**config.mk**
```make
export PLATFORM = sky130hd
export DESIGN_NAME = headgen_pipe_ctrl
export DESIGN_NICKNAME = d
export VERILOG_FILES = /design/src/rtl/headgen_pipe_ctrl.sv
export SDC_FILE = /design/constraint.sdc
export NUM_CORES = 1
export LEC_CHECK = 0
export CORE_ASPECT_RATIO = 1.5
export CORE_MARGIN = 2
export CORE_UTILIZATION = 25
export CTS_BUF_LIST = sky130_fd_sc_hd__clkbuf_16
export CTS_CLUSTER_DIAMETER = 50
export DETAILED_ROUTE_END_ITERATION = 12
export GPL_TIMING_DRIVEN = 0
export SLEW_MARGIN = 15
export SYNTH_ARGS = -nofsm -noshare
export SYNTH_HDL_FRONTEND = slang
export SYNTH_SLANG_ARGS = --single-unit
```
**constraint.sdc**
```tcl
create_clock -name clk -period 2.75 [get_ports clk]
set_input_delay 0.4125 -clock clk [delete_from_list [all_inputs] [get_ports clk]]
set_output_delay 0.4125 -clock clk [all_outputs]
set_load 0.01 [all_outputs]
```
**src/rtl/headgen_pipe_ctrl.sv**
```systemverilog
// Sequences a STAGES-deep header pipeline that emits NUM_WORDS words per accepted request.
// First word reaches the output STAGES cycles after the first ISSUE cycle; out_ready=0 with out_valid=1 freezes every stage.
module headgen_pipe_ctrl #(
    parameter int STAGES    = 3,
    parameter int NUM_WORDS = 7
) (
    input  logic              clk,
    input  logic              rst,
    input  logic              req,
    input  logic [15:0]       req_len,
    output logic              ack,
    output logic              busy,
    output logic [15:0]       len_q,
    output logic [7:0]        word_idx,
    output logic [STAGES-1:0] stage_en,
    output logic              out_valid,
    output logic              out_last,
    input  logic              out_ready
);

    typedef enum logic [1:0] {
        IDLE,
        ISSUE,
        DRAIN
    } state_t;

    localparam logic [7:0] LAST_IDX = 8'(NUM_WORDS - 1);

    state_t            state;
    state_t            state_nxt;
    logic [STAGES-1:0] vld;
    logic [STAGES-1:0] lst;
    logic              advance;
    logic              accept;
    logic              issue_last;
    logic              vld_in;
    logic              lst_in;

    // All stages share one enable so a stall holds the whole pipeline in place.
    assign advance    = ~out_valid | out_ready;
    assign stage_en   = {STAGES{advance}};
    assign out_valid  = vld[STAGES-1];
    assign out_last   = lst[STAGES-1];
    assign busy       = (state != IDLE);
    assign issue_last = (word_idx == LAST_IDX);

    always_ff @(posedge clk or negedge rst) begin
        if (!rst) begin
            state <= IDLE;
        end else begin
            state <= state_nxt;
        end
    end

    always_comb begin
        state_nxt = state;
        accept    = 1'b0;
        vld_in    = 1'b0;
        lst_in    = 1'b0;
        case (state)
            IDLE: begin
                if (req) begin
                    accept    = 1'b1;
                    state_nxt = ISSUE;
                end
            end
            ISSUE: begin
                vld_in = 1'b1;
                lst_in = issue_last;
                if (advance && issue_last) begin
                    state_nxt = DRAIN;
                end
            end
            DRAIN: begin
                if (out_valid && out_ready && out_last) begin
                    state_nxt = IDLE;
                end
            end
            default: state_nxt = IDLE;
        endcase
    end

    always_ff @(posedge clk or negedge rst) begin
        if (!rst) begin
            ack      <= 1'b0;
            len_q    <= 16'd0;
            word_idx <= 8'd0;
            vld      <= '0;
            lst      <= '0;
        end else begin
            ack <= accept;
            if (accept) begin
                len_q    <= req_len;
                word_idx <= 8'd0;
            end else if (state == ISSUE && advance && !issue_last) begin
                word_idx <= word_idx + 8'd1;
            end
            // DRAIN feeds bubbles (valid=0, last=0) behind the final word.
            if (advance) begin
                vld[0] <= vld_in;
                lst[0] <= lst_in;
                for (int i = 1; i < STAGES; i++) begin
                    vld[i] <= vld[i-1];
                    lst[i] <= lst[i-1];
                end
            end
        end
    end

endmodule

```
==> impl_metrics.py, run 1 <==
metrics = {
    "route": {
        "drtAntennaViolNets": 0,
        "first_pass_iters": 5,
        "viasPerCell": 4.32,
        "drcViolationCount": 0,
        "dr.first_iter.drc_count": 25,
        "wl_per_cell_um": 12.0,
        "routed-via-count": 1189,
        "drt_wl_total_um": 3310,
    },
    "global_routing": {
        "grt_pass1_vias": 1113,
        "track_usage_pct": 11.5,
        "grt_pass1_wl_um": 5620,
        "overflow": 0,
        "antenna_found_initial": 0,
        "grt_max_degree": 34,
    },
    "clocking": {
        "cts_sinks": 33,
        "clk_path_buf_depth": 2,
        "insertion_delay_ps": 270,
        "clk_pin_slew_ps": 50,
        "cts_buffers": 5,
        "cts_tree": "yes",
        "post-cts-setup-buffers": 0,
        "cts_htree_levels": 2,
        "cts_root_buffer": "clkbuf_16",
        "cts_resized": 0,
        "hold_buffers": 0,
    },
    "outcome": {
        "outcome": "complete, no violations",
    },
    "sta": {
        "worstMarginPinSlew_ps": 740,
        "hold_violations": 0,
        "slew_headroom_pct": 50.7,
        "drv_slew": 0,
        "rsz0062_at_grt": "no",
        "timing.hold.ws_ps": 196,
        "fin_crit_sh_pct": 89.9,
        "fmax_ghz": 0.405,
        "skew_ps": 4.47,
        "setup_viol_count_final": 0,
        "setup_tns_ps": 0,
        "final.setup.worst_slack_ps": 278,
        "fin_crit_ps": 2470,
    },
    "synth": {
        "ys_types": 29,
        "avgSynthCellArea_um2": 9.74,
        "syn_nets": 169,
        "synth-seq-area-share_pct": 57.7,
        "synth_top_area_share_pct": 57.7,
        "netlist_instances": 147,
        "ys_top_cells_by_area": "dfrtp_1 (58%), nand2_1 (15%), mux2_2 (2.4%)",
        "synth.largest_area_cell": "dfrtp_1",
        "syn_area_um2": 1430,
        "synth_warnings": 0,
        "synth-seq-cells": 33,
    },
    "cells_and_area": {
        "syn_to_final_growth_pct": 50.3,
        "final_nets": 226,
        "final.fill_count": 561,
        "multi_input_area_um2": 527,
        "regArea_um2": 826,
        "antenna_cells": 0,
        "drive_above_1_share_pct": 10.7,
    },
    "worst_setup_path": {
        "worstPathMaxFanout": 10,
        "worstPathArrival_ps": 2060,
        "crit_required_ps": 2340,
        "timing.reg2reg.setup_slack_ps": 1140,
        "start_kind": "input pin",
        "cp-end-kind": "primary output",
        "critical_path_class": "input pin to primary output",
    },
    "placed_design": {
        "dp_slack_ps": 282,
        "port-buffer-count": 50,
        "dp_hpwl_um": 2320,
        "gp_congestion": 0.760,
    },
    "die": {
        "initial_core_util_pct": 26.1,
        "row_count": 33,
        "io_pins": 51,
        "core_um2": 5490,
        "dieHeight_um": 96.7,
        "dieArea_um2": 6360,
        "dieWidth_um": 65.8,
    },
    "min_path": {
        "hold_path_class": "input pin to asynchronous set/reset pin",
    },
    "power_and_ir_drop": {
        "cellPowerDensity_nw_per_um2": 1040,
        "p_leak_nw": 1.01,
        "ir_drop_uv": 286,
    },
    "run": {
        "max_cap_violations": 0,
    },
}
[state kept, by name, indices dropped and copies added, names as in the netlist]
name and flops:
word_idx 8, state 2, lst 3, vld 3, len_q 16, ack 1
[Yosys cell counts]
| master | number |
|---|---|
| o21ai_2 | 1 |
| nor4_1 | 2 |
| or2_2 | 1 |
| buf_4 | 3 |
| nand3_2 | 1 |
| ha_1 | 2 |
| o31ai_1 | 3 |
| and3b_1 | 1 |
| a21o_1 | 1 |
| mux2_2 | 3 |
| buf_6 | 1 |
| xnor2_1 | 3 |
| inv_1 | 5 |
| buf_2 | 3 |
| dfrtp_1 | 33 |
| nor2_1 | 7 |
| nand2b_4 | 1 |
| o21ai_0 | 1 |
| nand3_1 | 5 |
| nor2b_1 | 1 |
| nand4_1 | 1 |
| a31oi_1 | 1 |
| or4_4 | 1 |
| nor4b_2 | 1 |
| mux2i_1 | 2 |
| clkbuf_1 | 3 |
| a21oi_1 | 1 |
| nor3_1 | 3 |
| nand2_1 | 56 |
[worst max-delay path, cell delays in order]
cell	delay, ps
clkdlybuf4s50_1	420
nor2b_1	110
buf_2	180
buf_2	240
inv_1	90
buf_4	130
clkdlybuf4s50_1	460
[where the power goes]
group / switching (mW) / leakage (nW) / total [mW] / internal [mW]
clock: 0.194 / 0.0776 / 0.519 / 0.325
sequential: 0.140 / 0.417 / 0.816 / 0.676
combinational: 0.408 / 0.514 / 0.907 / 0.499
total: 0.741 / 1.01 / 2.24 / 1.50
[final timing paths]
check | startpoint | end | cells past startpoint
max reg2reg | word_idx[0]$_DFFE_PN0P_ | word_idx[2]$_DFFE_PN0P_ | 6
min reg2reg | vld[1]$_DFFE_PN0P_ | vld[2]$_DFFE_PN0P_ | 1
min | rst | word_idx[5]$_DFFE_PN0P_ | 1
max in group asynchronous | rst | len_q[13]$_DFFE_PN0P_ | 1
max | out_ready | stage_en[1] | 7
min in group clk | vld[1]$_DFFE_PN0P_ | vld[2]$_DFFE_PN0P_ | 1
[routing by layer]
layer	up-vias	track usage (%)	share of wire (%)
met5	-	0	0
met4	0	4.81	1.2
met3	5	3.72	5.6
met2	43	18.2	51
met1	557	14.2	42
li1	584	-	-
[final cells by class]
class | instances | share of cell area (%)
timing repair buffer | 50 | 23.0
tap | 70 | 4.07
sequential | 33 | 38.4
buffer | 10 | 2.79
multi-input combinational | 99 | 24.5
clock inverter | 3 | 0.524
clock buffer | 5 | 5.82
inverter | 5 | 0.873
[kinds of logic (layout without fill, tap and decap cells)]
logic type	Yosys count	count (layout)	share of synthesized area, %
AOI/OAI and AO/OA	8	8	3.85
muxes	5	5	3.76
xor gates and xnor gates	3	3	1.84
buffers and inverters	15	73	5.51
and+or+nand+nor	81	81	25.6
adders and majority gates	2	2	1.75
DFF	33	33	57.7
[layout by cell type, fill, tap and decap left out, types with 3 or more instances in the layout]
master and count:
buf_4 3, mux2_2 3, inv_1 8, clkbuf_16 5
nor2_1 7, dfrtp_1 33, o31ai_1 3, buf_2 4
nand3_1 5, clkdlybuf4s50_1 49, nor3_1 3, clkbuf_1 3
nand2_1 56, xnor2_1 3
[stage by stage]
stage	instance area (um2)	util (%)	power (mW)	std cells
after floorplan	1430	-	1.26	147
after global placement	2020	36.8	1.73	267
after detailed placement	2010	36.7	1.75	267
after CTS	2150	39.2	2.27	275
after global routing	2150	39.2	2.41	275
final	2150	39.2	2.24	275
Note: power is estimated with default switching activity, not from simulation.
==> run 2: changes to the inputs <==
--- a/config.mk
+++ b/config.mk
@@ -10,6 +10,7 @@
 export CORE_UTILIZATION = 25
 export CTS_BUF_LIST = sky130_fd_sc_hd__clkbuf_16
 export CTS_CLUSTER_DIAMETER = 50
+export CTS_CLUSTER_SIZE = 25
 export DETAILED_ROUTE_END_ITERATION = 12
 export GPL_TIMING_DRIVEN = 0
 export SLEW_MARGIN = 15
==> results of run 2 <==
The final DEF is identical to that of run 1; final timing and power are the same.
==> run 3: changes to the inputs <==
--- a/config.mk
+++ b/config.mk
@@ -9,10 +9,10 @@
 export CORE_MARGIN = 2
 export CORE_UTILIZATION = 25
 export CTS_BUF_LIST = sky130_fd_sc_hd__clkbuf_16
-export CTS_CLUSTER_DIAMETER = 50
 export CTS_CLUSTER_SIZE = 25
 export DETAILED_ROUTE_END_ITERATION = 12
 export GPL_TIMING_DRIVEN = 0
+export REMOVE_ABC_BUFFERS = 1
 export SLEW_MARGIN = 15
 export SYNTH_ARGS = -nofsm -noshare
 export SYNTH_HDL_FRONTEND = slang
==> impl_metrics.py, run 3 (synthesis results as in run 1) <==
metrics = {
    "outcome": {
        "outcome": "complete, no violations",
    },
    "power_and_ir_drop": {
        "totalPowerFinal_mw": 2.20,
        "cellPowerDensity_nw_per_um2": 1030,
        "p_switching_mw": 0.727,
        "combPwrFrac_pct": 39.1,
        "clockPowerShare_pct": 23.7,
        "seq_power_share_pct": 37.2,
        "p_int_mw": 1.47,
        "ir_drop_uv": 386,
        "p_leak_nw": 0.980,
        "netSwitchingFraction_pct": 33.1,
    },
    "clocking": {
        "cts_buffers": 5,
        "clk_pin_slew_ps": 50,
        "cts_sinks": 33,
        "insertion_delay_ps": 270,
        "clk_path_buf_depth": 2,
        "cts_tree": "yes",
        "cts_htree_levels": 2,
        "cts_root_buffer": "clkbuf_16",
    },
    "sta": {
        "final.setup.worst_slack_ps": 322,
        "rsz0062_at_grt": "no",
        "setup_tns_ps": 0,
        "fin_crit_sh_pct": 88.3,
        "drv_slew": 0,
        "worstMarginPinSlew_ps": 799,
        "fmax_ghz": 0.412,
        "skew_ps": 4.11,
        "timing.hold.ws_ps": 454,
        "fin_crit_ps": 2430,
        "hold_violations": 0,
        "slew_headroom_pct": 46.6,
        "setup_viol_count_final": 0,
    },
    "run": {
        "max_cap_violations": 0,
    },
    "global_routing": {
        "grt_max_degree": 29,
        "antenna_found_initial": 0,
        "track_usage_pct": 11.3,
        "grt_pass1_vias": 1161,
        "grt_pass1_wl_um": 5550,
        "overflow": 0,
    },
    "worst_setup_path": {
        "worstPathMaxFanout": 16,
        "slowest_delay_ps": 520,
        "cp-end-kind": "primary output",
        "crit_required_ps": 2340,
        "worstPathArrival_ps": 2020,
        "start_kind": "input pin",
        "cpMostUsedCell": "clkdlybuf4s50_1",
        "critical_path_class": "input pin to primary output",
        "crit_chain": "clkdlybuf4s50_1 > nor2b_2 > inv_1 > clkdlybuf4s50_1",
        "crit_path_top_delay_cell": "nor2b_2",
    },
    "cells_and_area": {
        "final.fill_count": 564,
        "regMostFlops": "len_q",
        "top_regs": "len_q: 16 flops, word_idx: 8 flops",
        "final_nets": 218,
        "stdcell_count": 267,
        "layout_common_cells": "nand2_1 (56), clkdlybuf4s50_1 (49), dfrtp_1 (33)",
        "final_common_cell": "nand2_1",
        "syn_to_final_growth_pct": 48.4,
        "largest_register_ffs": 16,
        "antenna_cells": 0,
        "drive_above_1_share_pct": 9.14,
    },
    "route": {
        "drt_wl_total_um": 3120,
        "viasPerCell": 4.27,
        "first_pass_iters": 4,
        "wl_per_cell_um": 11.7,
        "dr.first_iter.drc_count": 30,
        "drcViolationCount": 0,
        "drtAntennaViolNets": 0,
        "routed-via-count": 1139,
    },
    "min_path": {
        "hold_path_class": "flip-flop to flip-flop",
    },
    "die": {
        "io_pins": 51,
        "dieWidth_um": 65.8,
        "dieArea_um2": 6360,
        "initial_core_util_pct": 26.1,
        "core_um2": 5490,
        "dieHeight_um": 96.7,
        "row_count": 33,
    },
    "placed_design": {
        "port-buffer-count": 50,
        "placed_cells": 258,
        "gp_congestion": 0.724,
        "dp_slack_ps": -28.8,
        "dp_hpwl_um": 2130,
    },
}
run 3: worst paths after layout:
kind	startpoint	end	slack, ps	cells past startpoint
worst max-delay path	out_ready	stage_en[1]	320	4
worst min-delay path	vld[1]$_DFFE_PN0P_	vld[2]$_DFFE_PN0P_	450	1
worst max register to register	state[0]$_DFFE_PN0P_	word_idx[3]$_DFFE_PN0P_	580	4
worst min register to register	vld[1]$_DFFE_PN0P_	vld[2]$_DFFE_PN0P_	450	1
max in group asynchronous	rst	word_idx[4]$_DFFE_PN0P_	1860	3
min in group asynchronous	rst	len_q[12]$_DFFE_PN0P_	510	2
run 3: power by group through the flow:
stage / Combinational, mW / Clock (mW) / Sequential [mW]
4_1_cts: 0.880 / 0.534 / 0.821
5_1_grt: 0.954 / 0.557 / 0.850
2_1_floorplan: 0.329 / 0 / 0.878
3_3_place_gp: 0.857 / 0 / 0.820
3_5_place_dp: 0.876 / 0 / 0.823
6_report: 0.858 / 0.520 / 0.817
run 3: per-stage QoR:
stage | util [%] | area, um2
floorplan | - | 1370
global route | 38.7 | 2120
CTS | 38.7 | 2120
finish | 38.7 | 2120
detailed placement | 36.0 | 1970
global placement | 35.7 | 1960
run 3: critical path, delay by kind of cell:
family,cells,cell delay (ps)
and+or+nand+nor,1,520
buffers and inverters,3,1080
run 3: area by class of cell:
cell class / count / area, um2 / share of cell area [%]
Clock buffer: 5 / 125 / 5.89
Clock inverter: 3 / 12.5 / 0.589
Inverter: 5 / 18.8 / 0.883
Multi-Input combinational cell: 99 / 529 / 24.9
Sequential cell: 33 / 826 / 38.9
Tap cell: 70 / 87.6 / 4.12
Timing Repair Buffer: 52 / 526 / 24.7
run 3: routing by layer:
layer	global-route usage, %	routed length [um]
met3	2.44	138
met5	0	0
met2	18.7	1640
met1	13.7	1290
met4	4.81	57
run 3: what timing repair did:
action	CTS	global route
gates resized for setup	1	0
endpoints found under the hold margin	5	0
hold buffers	1	0
endpoints found under the setup margin	3	0
setup buffers	0	0
